File: src/rtl/majority_window_voter.sv
// -----------------------------------------------------------------------------
// majority_window_voter
//
// Sliding-window majority voter for a qualified serial bit stream. The last N
// accepted samples are held in a shift window. A running ones count follows
// the window contents, and a registered majority decision is produced for each
// accepted sample once the window has filled.
//
// Ports
//   clk          rising-edge clock
//   rst          synchronous, active-high reset
//   in_valid     sample qualifier; in_bit is accepted on any edge with in_valid=1
//   in_bit       sample value
//   flush        synchronous window clear (dominates in_valid)
//   out_valid    one-cycle pulse, maj/ones_count fresh for a full-window accept
//   maj          majority decision (ones_count > N/2, tie -> 0 for even N)
//   ones_count   number of ones currently in the window
//   window_full  high once N samples accepted since last reset/flush
// -----------------------------------------------------------------------------
module majority_window_voter #(
   parameter  int N  = 8,
   localparam int CW = $clog2(N + 1)
) (
   input  logic          clk,
   input  logic          rst,
   input  logic          in_valid,
   input  logic          in_bit,
   input  logic          flush,
   output logic          out_valid,
   output logic          maj,
   output logic [CW-1:0] ones_count,
   output logic          window_full
);

   typedef enum logic {
      FILLING = 1'b0,
      FULL    = 1'b1
   } state_t;

   state_t        state;
   logic [N-1:0]  window;
   logic [CW-1:0] fill_cnt;

   logic [CW-1:0] add_one;
   logic [CW-1:0] sub_one;
   logic [CW-1:0] ones_nxt;
   logic          fill_done;

   // Integer-division threshold: for even N a tie of N/2 ones votes 0.
   function automatic logic majority(input logic [CW-1:0] cnt);
      return cnt > CW'(N / 2);
   endfunction

   // Next ones count: the oldest sample only leaves once the window is full,
   // so the net change per accept is -1, 0 or +1 and cannot leave 0..N.
   always_comb begin
      add_one   = CW'(in_bit);
      sub_one   = (state == FULL) ? CW'(window[N-1]) : '0;
      ones_nxt  = ones_count + add_one - sub_one;
      fill_done = (fill_cnt == CW'(N - 1));
   end

   always_ff @(posedge clk) begin
      if (rst || flush) begin
         state       <= FILLING;
         window      <= '0;
         fill_cnt    <= '0;
         ones_count  <= '0;
         maj         <= 1'b0;
         out_valid   <= 1'b0;
         window_full <= 1'b0;
      end else begin
         out_valid <= 1'b0;
         if (in_valid) begin
            window     <= {window[N-2:0], in_bit};
            ones_count <= ones_nxt;
            maj        <= majority(ones_nxt);
            case (state)
               FILLING: begin
                  fill_cnt <= fill_cnt + 1'b1;
                  // The accept that completes the fill already reports.
                  if (fill_done) begin
                     state       <= FULL;
                     window_full <= 1'b1;
                     out_valid   <= 1'b1;
                  end
               end
               FULL: begin
                  out_valid <= 1'b1;
               end
               default: begin
                  state <= FILLING;
               end
            endcase
         end
      end
   end

endmodule

File: config.mk
export PLATFORM = sky130hd
export DESIGN_NAME = majority_window_voter
export DESIGN_NICKNAME = d
export VERILOG_FILES = /design/src/rtl/majority_window_voter.sv
export SDC_FILE = /design/constraint.sdc
export NUM_CORES = 1
export LEC_CHECK = 0
export CAP_MARGIN = 30
export CELL_PAD_IN_SITES_DETAIL_PLACEMENT = 1
export CELL_PAD_IN_SITES_GLOBAL_PLACEMENT = 1
export CORE_MARGIN = 2
export CORE_UTILIZATION = 40
export DETAILED_ROUTE_END_ITERATION = 10
export PLACE_DENSITY_LB_ADDON = 0.08
export SLEW_MARGIN = 30
export SYNTH_ARGS = -nofsm -noshare
export SYNTH_HDL_FRONTEND = slang
export SYNTH_SLANG_ARGS = --single-unit
File: constraint.sdc
create_clock -name clk -period 2.5 [get_ports clk]
set_clock_uncertainty 0.2 [all_clocks]
set_input_delay 0.5 -clock clk [delete_from_list [all_inputs] [get_ports clk]]
set_output_delay 0.5 -clock clk [all_outputs]
set_load 0.05 [all_outputs]
* Word level (Yosys, flattened, before mapping)
Cells that the tools add are included.
** Word-level totals
- Bits in registers :: 20
- Bits of input ports :: 5
- Output and inout bits :: 7
- Logic and storage cells :: 22
** Operators by class
- $add $sub $neg :: 3
- $lt $le $gt $ge :: 1
- Equality and inequality tests :: 1
- Multiplexer cells :: 4
- Bitwise gates (word level) :: 2
- Reduce and logical (&&, ||, !) cells :: 4
** Operators with widths (number)
- adder 4 x 1 -> 4 bit :: 1
- adder 4 x 1 -> 4 bit, second input constant :: 1
- equality test 4 x 3 -> 1 bit, second input constant :: 1
- greater-than comparator 4 x 3 -> 1 bit, second input constant :: 1
- subtractor 4 x 1 -> 4 bit :: 1
- two-way mux 1 bit :: 3
- AND reduction 3 bit :: 1
- NOT 1 bit :: 2
- one-hot mux 1 bit (2 select lines) :: 1
- AND reduction 2 bit :: 1
- OR reduction 2 bit :: 1
- logical OR 1 bit :: 1

* Longest topological paths before layout
Gate-level depths: netlist of run 1.
- Depth in word-level cells :: 3
- Depth in mapped cells :: 9
- Mapped depth without buffers :: 9

* Least setup slack after synthesis of run 1
Ideal clock, no wire load.
- Path kind :: register to register
- Start point :: reg ones_count[0]
- End point :: reg maj
- Setup time :: 0.130 ns
- Arrival time :: 1.991 ns
- Required time :: 2.170 ns
- Setup slack :: 0.179 ns
- Cell stages (with the launch flop) :: 10
- Buffers on the path :: 0
- Clock period less this slack :: 2.321 ns
- Cells stage by stage :: dfxtp_1 > inv_1 > ha_1 > inv_1 > ha_1 > inv_1 > fa_1 > inv_1 > o21ai_0 > a31oi_1
** Between the ends
- Word-level cells in the longest chain between the ends :: 3
** Ends and longest elaborated chain
- start: declaration :: RTL line 31 : output logic [CW-1:0] ones_count,
- start signal: assignment :: RTL line 76 : ones_count <= ones_nxt;
- adder 4 x 1 -> 4 bit :: RTL line 59 : ones_nxt = ones_count + add_one - sub_one;
- subtractor 4 x 1 -> 4 bit :: RTL line 59
- greater-than comparator 4 x 3 -> 1 bit :: RTL line 51 : return cnt > CW'(N / 2);
- end signal: assignment :: RTL line 77 : maj <= majority(ones_nxt);
- end: declaration :: RTL line 30 : output logic maj,
No other way between the ends.
A chain may end at the register's enable or synchronous reset.

* Worst setup path after layout of run 1
- Start point :: reg ones_count[1]
- End point :: out ones_count[1]
No word-level cell between the ends.

==> results.yml, run 1 <==
outcome:
  status: "completed"
setup_path:
  worst-path-max-fanout: 5
  max_stage_delay_ps: 850
  crit_required_ps: 1800
  crit_type: "flip-flop to output pin"
  critPathTopFamily: "buffers and inverters"
  cp-end-kind: "output pin"
  start_kind: "flip-flop"
  path_cells: "clkdlybuf4s50_1"
  crit_buf_inv: 1
  cp_data_arrival_time_ps: 1570
  cpMaxStageDelayCell: "clkdlybuf4s50_1"
timing:
  fmax_ghz: 0.4405
  slew_headroom_pct: 66.54
  drv_slew: 0
  finalSetupViolCount: 0
  rsz0062_at_grt: "false"
  worst_slew_pin_slew_ps: 500.4
  post-route-period-util_pct: 90.81
  fin_ws_ps: 229.8
  post-route-min-period_ps: 2270
  hold_viol: 0
  fin_tns_setup_ps: 0
detailed_routing:
  via_per_inst: 4.932
  antenna_left: 0
  drt_pass1_iterations: 2
  wl_per_cell_microns: 12.23
  drt-initial-drc-count: 3
  drc: 0
  wirelength_microns: 1626
  dr_total_vias: 656
yosys:
  ys_seq_elements: 20
  yosysUniqueCellTypes: 27
  syn_avg_cell_area_sq_um: 9.797
  netlist_area_sq_um: 920.9
  synth_nets: 105
  syn_inst: 94
  ys.warnings.count: 0
  seq_area_frac_synth_pct: 43.48
clocking:
  post_cts_resize_count: 0
  cts_tree: "done"
  post_cts_buffers: 0
  cts.sinks: 20
  cts_hold_buf: 0
  insertion_delay_ps: 290
  cts.htree.levels: 1
  cts_buffer_depth: 2
  cts_buffers: 3
  cts_root_buf: "clkbuf_4"
  clkSlewWorstSetupHoldPaths_ps: 100
die:
  die_w_microns: 51.98
  fp.coreArea_sq_mm: 0.002191
  ioPinCount: 12
  die_y_microns: 51.98
  rows: 17
  dieArea_sq_mm: 0.002702
  initial_utilization_pct: 42.03
placed_design:
  gp_congestion: 0.7210
  dp_slack_ps: 130.1
  port-buffer-count: 11
  dp_hpwl_microns: 1254
pwr:
  seq_power_share_pct: 60.7
  combPwrFrac_pct: 12.4
  p_int_mw: 0.4099
  power.leakage_nw: 0.4466
  switchingPower_mw: 0.1285
  ir_drop_mv: 0.3222
  p_clk_share_pct: 26.9
  powerDensity_mw_per_mm2: 504.4
  switching_share_pct: 23.87
finish:
  nNetsFinal: 118
  multi_input_area_sq_um: 465.4
  regArea_sq_um: 400.4
  nFillCells: 259
  syn_to_final_growth_pct: 15.90
  drive_gt1_share_pct: 7.619
  mostFrequentLayoutCell: "dfxtp_1"
  mostFrequentLayoutCells: "20 x dfxtp_1, 19 x nor2_1, 12 x mux2i_1, 11 x clkdlybuf4s50_1, 7 x inv_1"
  num_antenna_cells: 0
global_routing:
  grt_remaining_overflow: 0
  grt_start_max_net_pins: 18
  grt_pass1_wl_microns: 2904
  first_global_vias: 684
  grtUsageTotal_pct: 14.99
  antenna_found_initial: 0
job:
  max_cap_viol_count: 0
min_path:
  hold_path.class: "flip-flop to flip-flop"
[kinds of logic after synthesis]
family / share of synthesized area (%)
adders and majority gates: 8.967
buffers and inverters: 5.979
DFF: 43.48
AOI/OAI and AO/OA: 7.066
and+or+nand+nor: 15.22
xor gates and xnor gates: 6.251
muxes: 13.04
[routing by layer]
layer | global-route usage [%] | share of wire (%) | wire length (microns)
met5 | 0 | 0 | 0
met4 | 7.895 | 2.4 | 39
met3 | 3.448 | 3.6 | 59
met2 | 24.26 | 44 | 715
met1 | 18.35 | 50 | 811
[synth_stat cells]
cell	number	share of area (%)
a31oi_1	1	0.68
dfxtp_1	20	43
a21oi_2	1	0.95
nand2_1	3	1.2
or3_1	1	0.68
buf_6	1	1.2
and2b_4	1	1.1
nor2_1	19	7.7
ha_1	5	6.8
buf_2	2	1.1
xor2_1	2	1.9
xnor3_1	1	2.4
a211oi_1	1	0.82
and3_1	1	0.68
inv_1	7	2.9
fa_1	1	2.2
or2_2	1	0.68
and2_1	2	1.4
mux2i_1	12	13
o21a_1	1	0.82
nand4_1	1	0.68
xnor2_1	2	1.9
a21oi_1	3	1.6
nand3_2	1	1.1
buf_4	1	0.82
o211a_1	1	1.1
o21ai_0	2	1.1
[metrics by stage]
step                      utilization [%]  hold slack [ps]  instance area, sq um  std cells  power, mW
after floorplan                         -            251.5                 920.9         94     0.3844
after global placement              47.69            269.9                  1045        130     0.4014
after detailed placement            47.69            283.9                  1045        130     0.4025
after CTS                           48.72            312.1                  1067        133     0.5489
after global routing                48.72            347.2                  1067        133     0.5687
final                               48.72            297.6                  1067        133     0.5384
[registers in the layout, indices dropped and copies added, names as in the netlist]
signal and flops:
state 1, window_full 1, out_valid 1, fill_cnt 4
window 8, ones_count 4, maj 1
[layout make-up]
cell class,count,area share [%]
timing repair buffer,12,11.02
inverter,7,2.462
multi-input combinational,63,43.61
tap,28,3.283
clock buffer,3,2.110
sequential,20,37.51
[power by group through the flow]
stage	clock (mW)	sequential (mW)	combinational (mW)
6_report	0.145	0.327	0.0668
2_1_floorplan	0	0.343	0.0413
3_5_place_dp	0	0.335	0.0679
4_1_cts	0.154	0.327	0.0681
3_3_place_gp	0	0.334	0.0672
5_1_grt	0.167	0.328	0.0736
[path summary, 6_finish.rpt]
kind                                                  from  slack, ps  cells after the start                endpoint
worst min-delay path                window[2]$_SDFFE_PP0P_        300                      2  window[3]$_SDFFE_PP0P_
worst max-delay path            ones_count[1]$_SDFFE_PP0P_        230                      1           ones_count[1]
worst min register to register      window[2]$_SDFFE_PP0P_        300                      2  window[3]$_SDFFE_PP0P_
worst max register to register          state$_SDFFE_PP0P_        320                      9        maj$_SDFFE_PP0P_
No activity file was read; power rests on OpenSTA's default activity.
==> run 2, diff against run 1 <==
SETUP_SLACK_MARGIN = 0.02   (was default)
==> results of run 2 <==
Same layout as run 1: the final DEF is identical, and so are final timing and power.
